## src/rtl/trap_ctrl.sv

```systemverilog
// rtl/trap_ctrl.sv - pipeline stall/flush control and trap entry/exit CSR sequencer
// Optional feature macro: TRAP_EXT_INT_EN (machine external interrupt entry)
module trap_ctrl #(
  parameter int                    ADDR_WIDTH   = 32,
  parameter int                    STALL_WIDTH  = 6,
  parameter logic [ADDR_WIDTH-1:0] CAUSE_ECALL  = 32'd11,
  parameter logic [ADDR_WIDTH-1:0] CAUSE_EXTINT = 32'h8000000B
) (
  input  logic                   clk_i,
  input  logic                   rst_n_i,
  input  logic                   stallreq_id_i,
  input  logic [31:0]            exception_i,
  input  logic [ADDR_WIDTH-1:0]  inst_addr_i,
  input  logic [ADDR_WIDTH-1:0]  mtvec_i,
  input  logic [ADDR_WIDTH-1:0]  mepc_i,
  input  logic [ADDR_WIDTH-1:0]  mstatus_i,
  input  logic                   int_req_i,
  output logic [STALL_WIDTH-1:0] stall_o,
  output logic                   flush_o,
  output logic                   jump_o,
  output logic [ADDR_WIDTH-1:0]  jump_addr_o,
  output logic                   csr_we_o,
  output logic [11:0]            csr_waddr_o,
  output logic [ADDR_WIDTH-1:0]  csr_wdata_o,
  output logic                   busy_o
);

  // pc/if/id held, bubble into exe, older stages keep draining
  localparam logic [STALL_WIDTH-1:0] STALL_FRONT = STALL_WIDTH'(3'b111);

  localparam logic [11:0] CSR_MSTATUS = 12'h300;
  localparam logic [11:0] CSR_MEPC    = 12'h341;
  localparam logic [11:0] CSR_MCAUSE  = 12'h342;

  typedef enum logic [2:0] {
    IDLE,
    E_MEPC,
    E_CAUSE,
    E_STATUS,
    R_STATUS,
    JUMP
  } state_t;

  state_t                state;
  logic [ADDR_WIDTH-1:0] epc;
  logic [ADDR_WIDTH-1:0] cause;
  logic [ADDR_WIDTH-1:0] target;
  logic [ADDR_WIDTH-1:0] status_entry;
  logic [ADDR_WIDTH-1:0] status_exit;

  // Only ecall/mret bits of the id exception vector are meaningful; the low
  // mtvec bits are mode bits and never part of the direct-mode target.
  logic unused_inputs;
`ifdef TRAP_EXT_INT_EN
  assign unused_inputs = &{1'b0, exception_i[31:2], mtvec_i[1:0]};
`else
  assign unused_inputs = &{1'b0, exception_i[31:2], mtvec_i[1:0], int_req_i};
`endif

  // mstatus images: entry saves MIE into MPIE and clears MIE, exit restores MIE and sets MPIE
  always_comb begin
    status_entry    = mstatus_i;
    status_entry[7] = mstatus_i[3];
    status_entry[3] = 1'b0;
    status_exit     = mstatus_i;
    status_exit[3]  = mstatus_i[7];
    status_exit[7]  = 1'b1;
  end

  // Sequencer: accept a trap from IDLE, then step one CSR write per cycle and redirect
  always_ff @(posedge clk_i or negedge rst_n_i) begin
    if (!rst_n_i) begin
      state  <= IDLE;
      epc    <= '0;
      cause  <= '0;
      target <= '0;
    end else begin
      case (state)
        IDLE: begin
          // A held id instruction is not yet committed to; wait for the hazard to clear
          if (!stallreq_id_i) begin
`ifdef TRAP_EXT_INT_EN
            if (int_req_i && mstatus_i[3]) begin
              // id instruction has not executed, so mepc points at it for re-execution
              epc   <= inst_addr_i;
              cause <= CAUSE_EXTINT;
              state <= E_MEPC;
            end else
`endif
            if (exception_i[1]) begin
              epc   <= inst_addr_i;
              cause <= CAUSE_ECALL;
              state <= E_MEPC;
            end else if (exception_i[0]) begin
              state <= R_STATUS;
            end
          end
        end
        E_MEPC:   state <= E_CAUSE;
        E_CAUSE:  state <= E_STATUS;
        E_STATUS: begin
          target <= {mtvec_i[ADDR_WIDTH-1:2], 2'b00};
          state  <= JUMP;
        end
        R_STATUS: begin
          target <= mepc_i;
          state  <= JUMP;
        end
        JUMP:     state <= IDLE;
        default:  state <= IDLE;
      endcase
    end
  end

  // Output decode from state and latched values; only IDLE stall follows id live
  always_comb begin
    stall_o     = '0;
    flush_o     = 1'b0;
    jump_o      = 1'b0;
    csr_we_o    = 1'b0;
    csr_waddr_o = '0;
    csr_wdata_o = '0;
    case (state)
      IDLE: begin
        // Gated by reset so every output reads zero while reset is held
        if (rst_n_i && stallreq_id_i) stall_o = STALL_FRONT;
      end
      E_MEPC: begin
        stall_o     = STALL_FRONT;
        csr_we_o    = 1'b1;
        csr_waddr_o = CSR_MEPC;
        csr_wdata_o = epc;
      end
      E_CAUSE: begin
        stall_o     = STALL_FRONT;
        csr_we_o    = 1'b1;
        csr_waddr_o = CSR_MCAUSE;
        csr_wdata_o = cause;
      end
      E_STATUS: begin
        stall_o     = STALL_FRONT;
        csr_we_o    = 1'b1;
        csr_waddr_o = CSR_MSTATUS;
        csr_wdata_o = status_entry;
      end
      R_STATUS: begin
        stall_o     = STALL_FRONT;
        csr_we_o    = 1'b1;
        csr_waddr_o = CSR_MSTATUS;
        csr_wdata_o = status_exit;
      end
      JUMP: begin
        // Flushing if_id removes the trapping instruction so IDLE does not re-take it
        flush_o = 1'b1;
        jump_o  = 1'b1;
      end
      default: begin
        stall_o = '0;
      end
    endcase
  end

  assign jump_addr_o = target;
  assign busy_o      = (state != IDLE);

endmodule

```

## config.mk

```make
export PLATFORM = sky130hd
export DESIGN_NAME = trap_ctrl
export DESIGN_NICKNAME = d
export VERILOG_FILES = /design/src/rtl/trap_ctrl.sv
export SDC_FILE = /design/constraint.sdc
export NUM_CORES = 1
export LEC_CHECK = 0
export CORE_MARGIN = 2
export CORE_UTILIZATION = 32
export DETAILED_ROUTE_END_ITERATION = 7
export PLACE_DENSITY = 0.9
export SLEW_MARGIN = 20
export SYNTH_ARGS = -nofsm -noshare
export SYNTH_HDL_FRONTEND = slang
export SYNTH_SLANG_ARGS = --single-unit
```

## constraint.sdc

```tcl
create_clock -name clk_i -period 1.5 [get_ports clk_i]
set_clock_uncertainty 0.05 [all_clocks]
set_input_delay 0.15 -clock clk_i [delete_from_list [all_inputs] [get_ports clk_i]]
set_output_delay 0.15 -clock clk_i [all_outputs]
set_load 0.02 [all_outputs]
```

==> flow_metrics.py, run 1 <==
metrics = {
    "setup_path": {
        "worstSetupPathType": "register to output pin",
        "crit_required_ns": 1.30,
        "rr_endpoint": "jump_addr_o[25]$_DFFE_PN0P_",
        "r2r_slack_ns": -0.43,
        "critPathCaptureType": "output pin",
        "cp_slowest_cell": "or3b_4",
        "worstRegToRegCells": 6,
        "crit_start": "state[1]$_DFFE_PN0P_",
        "cpPeakStageDelay_ns": 0.55,
        "r2r-start": "state[1]$_DFFE_PN0P_",
        "cp-start-kind": "register",
        "crit_chain": "or3b_4 > nand2_8 > a22o_1 > buf_6",
        "critPathTopFamily": "simple AND/OR/NAND/NOR gates",
        "arrival_ns": 1.75,
        "path_max_fanout": 7,
        "crit_buf_inv": 1,
    },
    "floorplanning": {
        "die_w_um": 108,
        "dieArea_um2": 11700,
        "io_pins": 250,
        "die_h_um": 108,
        "row_count": 38,
        "start_util_pct": 32.4,
        "core_um2": 10700,
    },
    "grt": {
        "track_usage_pct": 21.1,
        "grt_max_degree": 69,
        "antenna_found_initial": 0,
        "grt_pass1_wl_um": 18600,
        "grt_remaining_overflow": 0,
        "grt_pass1_vias": 3662,
    },
    "synthesis": {
        "synthAdderAreaFrac_pct": 0,
        "yosys_warnings": 0,
        "synth.avg_cell_area_um2": 11.5,
        "synth-simple-area-share_pct": 12.6,
        "synth_top_family_by_area": "compound AO/OA/AOI/OAI gates",
        "syn_area_um2": 3480,
        "synth_mux_area_share_pct": 14.3,
        "synth.area.top_cells": "dfrtp_1 49%, mux2_4 12%, a22o_1 7.5%",
        "synth_area_leader_cell": "dfrtp_1",
        "synth_cell_types": 31,
        "synth_compound_area_share_pct": 15.5,
        "ys_ff_latch": 68,
        "synthCells": 304,
        "ys_seq_area_share_pct": 48.8,
        "synth_xor_area_share_pct": 0,
        "synth_top_area_share_pct": 48.8,
    },
    "timing": {
        "hold_violations": 16,
        "setup_violations": 110,
        "setup_ws_ns": -0.450,
        "maxSlewViolCount": 0,
        "period_needed_ns": 1.95,
        "post-route-period-util_pct": 130,
        "rsz0062_at_grt": "yes",
        "worst_pin_slew_ns": 0.844,
        "fmax_mhz": 513,
        "hold_slack_ns": -0.00477,
        "slew_headroom_pct": 43.7,
    },
    "power": {
        "ir_drop_uv": 1110,
        "power_density_nw_per_um2": 2100,
        "power.leakage_nw": 3.08,
    },
    "cts": {
        "cts_max_level": 3,
        "cts_tree": "yes",
        "cts_buffers": 9,
        "clock_latency_ns": 0.34,
        "clock_sinks": 68,
        "root_buffer": "clkbuf_8",
        "clkSlewWorstSetupHoldPaths_ns": 0.08,
        "ctsHoldBuffers": 0,
        "cts_max_path_buffers": 2,
    },
    "detailed_routing": {
        "drtIter0Drc": 153,
        "drt_wl_total_um": 13100,
        "via_per_inst": 5.04,
        "drc": 0,
        "vias": 3486,
        "ant_nets": 0,
        "routedWlPerCell_um": 18.9,
        "firstDrtPassIters": 5,
    },
    "placement": {
        "place_hpwl_um": 7850,
        "portBuffers": 206,
        "routabilityCongestion": 0.744,
        "placed_cells": 635,
    },
    "finish": {
        "area_growth_syn_to_layout_pct": 96.3,
        "drive_gt1_share_pct": 38.0,
        "nets": 711,
        "final_cell_count_no_fill": 692,
        "num_antenna_cells": 0,
        "postLayoutCoreUtil_pct": 63.7,
    },
    "outcome": {
        "status": "complete, but fails checks",
        "violations": "hold timing, setup timing",
    },
    "flow_run": {
        "maxCapViolations": 0,
    },
    "worst_hold_path": {
        "hp-class": "primary input to asynchronous set/reset pin",
    },
}
## sequential cells by signal (all words and copies together), names as in the netlist
name	cells
epc	32
jump_addr_o	32
state	3
cause	1
## cell families after synthesis
group | count (synthesis)
simple gates | 84
mux | 35
other cells | 1
flops | 68
compound gates | 74
buf+inv | 42
## layout by cell type (no fill, tap or decap), types with 3 or more instances in the layout
cell type / count
dfrtp_1: 68
nor2_4: 4
mux2_4: 29
mux2i_1: 3
o21ai_2: 3
nand2_1: 3
buf_16: 4
a22o_1: 10
dlygate4sd2_1: 31
buf_12: 9
nor2_1: 33
buf_4: 25
mux2_2: 3
nor3_1: 28
buf_6: 53
conb_1: 10
clkbuf_8: 10
a22o_4: 20
clkinv_2: 3
nand2_8: 5
o22ai_1: 16
clkdlybuf4s50_1: 129
buf_8: 4
o22ai_2: 16
## Yosys cell counts (all sizes together)
cell type	instances
dfrtp	68
nor2	38
buf	35
mux2	32
o22ai	32
nor3	31
a22o	30
clkbuf	6
nand2	5
o21ai	4
mux2i	3
nand2b	3
a21oi	2
a32oi	2
and3b	2
nand3b	2
o21a	2
o31ai	2
conb	1
inv	1
nor2b	1
nor3b	1
or3b	1
## repair_timing
| action | CTS | global route |
|---|---|---|
| resized for setup | 342 | 25 |
| cloned | 9 | 2 |
| pin swaps | 21 | 17 |
| setup buffers | 14 | 18 |
| endpoints found under the setup margin | 139 | 111 |
## report_power, final
group          switching, W  leakage [nW]  internal, W
sequential         0.000633         0.785      0.00276
combinational       0.00458          2.21      0.00508
clock              0.000711        0.0920     0.000641
## per-stage QoR
stage | instance area [um2] | power (W) | setup WS [ns] | setup TNS [ns]
2_1_floorplan | 3740 | 0.00833 | -0.0924 | -4.78
3_3_place_gp | 5830 | 0.0110 | -0.538 | -28.16
3_5_place_dp | 5830 | 0.0114 | -0.595 | -32.66
4_1_cts | 6580 | 0.0139 | -0.492 | -31.17
5_1_grt | 6840 | 0.0151 | -0.520 | -42.24
6_report | 6840 | 0.0144 | -0.450 | -35.99
## how the worst max path moves through the flow
stage	end	cells past startpoint	slack (ns)
finish	csr_wdata_o[31]	4	-0.45
global route	csr_wdata_o[31]	4	-0.52
CTS	csr_wdata_o[4]	4	-0.49
detailed placement	csr_wdata_o[8]	4	-0.60
global placement	csr_wdata_o[24]	4	-0.54
floorplan	epc[0]$_DFFE_PN0P_	5	-0.09
## routing by layer
metal / GRT usage (%) / up-vias / part of all wire (%)
met5: 0 / - / 0
met3: 5.91 / 24 / 8.1
met4: 7.60 / 0 / 2.3
met1: 22.4 / 1694 / 36
met2: 39.6 / 184 / 54
li1: - / 1584 / -
## worst reg2reg max path, delay by kind of cell, from the launching register on
family,cells,cell delay (ns)
AOI/OAI and AO/OA,1,0.16
buffers and inverters,3,0.58
DFF,1,0.41
and+or+nand+nor,2,0.63
## cell type report
cell class | count | area [um2]
fillers | 787 | 3900
repair buffers | 261 | 2800
multi-input cells | 206 | 1980
flip-flops and latches | 68 | 1700
well taps | 140 | 175
clock buffers | 10 | 138
clock inverters | 6 | 40.0
inverters | 1 | 3.75
No activity file was read; power rests on OpenSTA's default activity.
==> run 2: changes to the inputs <==
Settings changed: PLACE_DENSITY 0.9 to 0.82, SLEW_MARGIN 20 to default.
==> flow_metrics.py, run 2 (synthesis results as in run 1) <==
metrics = {
    "grt": {
        "track_usage_pct": 20.4,
        "use_met2_pct": 38.7,
        "grt_pass1_vias": 3537,
        "antenna_found_initial": 0,
        "grt_pass1_wl_um": 18200,
        "grt_max_degree": 69,
        "grtUsageMet1_pct": 22.2,
        "use_met3_pct": 4.40,
        "grt-busiest-layer": "met2",
        "grt_remaining_overflow": 0,
    },
    "timing": {
        "period_needed_ns": 1.93,
        "post-route-period-util_pct": 129,
        "setup_ws_ns": -0.431,
        "rsz0062_at_grt": "yes",
        "setup_violations": 109,
        "maxSlewViolCount": 0,
        "worst_pin_slew_ns": 0.848,
        "fmax_mhz": 518,
        "slew_headroom_pct": 43.5,
        "fin_tns_setup_ns": -33.37,
        "hold_violations": 6,
        "hold_slack_ns": -0.00125,
    },
    "detailed_routing": {
        "via_per_inst": 5.06,
        "ant_nets": 0,
        "drtIter0Drc": 145,
        "firstDrtPassIters": 4,
        "vias": 3480,
        "drt_wl_total_um": 13100,
        "routedWlPerCell_um": 19.0,
        "drc": 0,
    },
    "finish": {
        "seqCellArea_um2": 1700,
        "drive_gt1_share_pct": 40.3,
        "final_area_um2": 6950,
        "num_antenna_cells": 0,
        "final_common_cell": "clkdlybuf4s50_1",
        "postLayoutCoreUtil_pct": 64.7,
        "multi_input_area_um2": 2080,
        "final_cell_mix": "129 x clkdlybuf4s50_1, 67 x dfrtp_1, 60 x buf_6",
        "area_growth_syn_to_layout_pct": 99.5,
        "n_fill_cell": 798,
        "nets": 708,
    },
    "floorplanning": {
        "start_util_pct": 32.4,
        "die_w_um": 108,
        "row_count": 38,
        "io_pins": 250,
        "die_h_um": 108,
        "core_um2": 10700,
        "dieArea_um2": 11700,
    },
    "placement": {
        "place_hpwl_um": 7920,
        "dp_slack_ns": -0.602,
        "place_area_um2": 5850,
        "routabilityCongestion": 0.780,
        "portBuffers": 206,
    },
    "outcome": {
        "violations": "hold timing, setup timing",
        "status": "complete, but fails checks",
    },
    "cts": {
        "cts_max_path_buffers": 2,
        "cts_max_level": 3,
        "root_buffer": "clkbuf_8",
        "clock_sinks": 68,
        "cts_tree": "yes",
        "clkSlewWorstSetupHoldPaths_ns": 0.07,
        "clock_latency_ns": 0.33,
        "cts_buffers": 9,
    },
    "power": {
        "seq_power_share_pct": 23.4,
        "ir_drop_uv": 1250,
        "pwr-share-comb_pct": 68.3,
        "switchingPower_w": 0.00593,
        "power_frac_clock_pct": 8.3,
        "p_int_w": 0.00870,
        "swShare_pct": 40.5,
        "power_density_nw_per_um2": 2100,
        "power.leakage_nw": 3.09,
    },
    "setup_path": {
        "critical_path_cell_count": 4,
        "worstSetupPathType": "register to output pin",
        "path_max_fanout": 7,
        "crit_chain": "or3b_4 > nand2_8 > a22o_1 > buf_6",
        "cp_slowest_cell": "or3b_4",
        "worstRegToRegCells": 8,
        "cpPeakStageDelay_ns": 0.52,
        "cp-start-kind": "register",
        "crit_buf_inv": 1,
        "critPathCaptureType": "output pin",
        "critPathTopFamily": "simple AND/OR/NAND/NOR gates",
        "arrival_ns": 1.73,
        "crit_required_ns": 1.30,
    },
    "worst_hold_path": {
        "hp-class": "primary input to asynchronous set/reset pin",
    },
    "flow_run": {
        "maxCapViolations": 0,
    },
}
## run 2: changes by cell type in the layout (fill, tap and decap cells not counted), moves of 4 or more
cell / delta
nor3_1: -16
nor3_2: +14
buf_4: -12
buf_6: +7
dlygate4sd2_1: -4
dlymetal6s2s_1: +4
o22ai_2: -4
## run 2: area by class of cell
class,count,area share [%]
Inverter,1,0.0540
Clock inverter,3,0.216
Clock buffer,12,1.94
Sequential cell,68,24.5
Timing Repair Buffer,258,40.8
Tap cell,140,2.52
Multi-Input combinational cell,206,29.9
## run 2: routing by layer
metal	wire length, um	vias to the layer above
li1	-	1585
met5	0	-
met4	257	0
met2	7150	168
met3	864	21
met1	4810	1706
## run 2: worst paths after layout
path | start | endpoint | slack, ns
setup / recovery | state[0]$_DFFE_PN0P_ | csr_wdata_o[2] | -0.43
hold / removal | rst_n_i | jump_addr_o[22]$_DFFE_PN0P_ | -0.001
setup reg to reg | state[2]$_DFFE_PN0P_ | epc[30]$_DFFE_PN0P_ | -0.36
hold reg to reg | jump_addr_o[7]$_DFFE_PN0P_ | jump_addr_o[7]$_DFFE_PN0P_ | 0.45
max in group asynchronous | rst_n_i | state[0]$_DFFE_PN0P_ | 0.82
min in group clk_i | mtvec_i[24] | jump_addr_o[24]$_DFFE_PN0P_ | 0.37
## run 2: power groups by stage
stage,registers [W],logic [W],clock network (W)
6_report,0.00343,0.00999,0.00121
5_1_grt,0.00352,0.0105,0.00134
4_1_cts,0.00335,0.00874,0.00127
3_5_place_dp,0.00335,0.00799,0
3_3_place_gp,0.00332,0.00778,0
2_1_floorplan,0.00375,0.00458,0
## run 2: worst reg2reg max path: stages (launching register included)
cell,delay [ns]
dfrtp_1,0.40
buf_6,0.13
buf_8,0.13
nor3_4,0.22
buf_6,0.15
buf_6,0.11
nand2_8,0.08
clkbuf_16,0.19
mux2_4,0.29
## run 2: timing repair
item	CTS	global route
buffers inserted	12	16
resized for setup	302	103
pin swaps	16	23
endpoints found under the setup margin	136	115
hold buffers	0	0
cloned	7	5
## run 2: through the flow
stage / instances / power [W]
finish: 688 / 0.0146
floorplan: 313 / 0.00833
global route: 688 / 0.0154
detailed placement: 638 / 0.0113
global placement: 638 / 0.0111
CTS: 672 / 0.0134
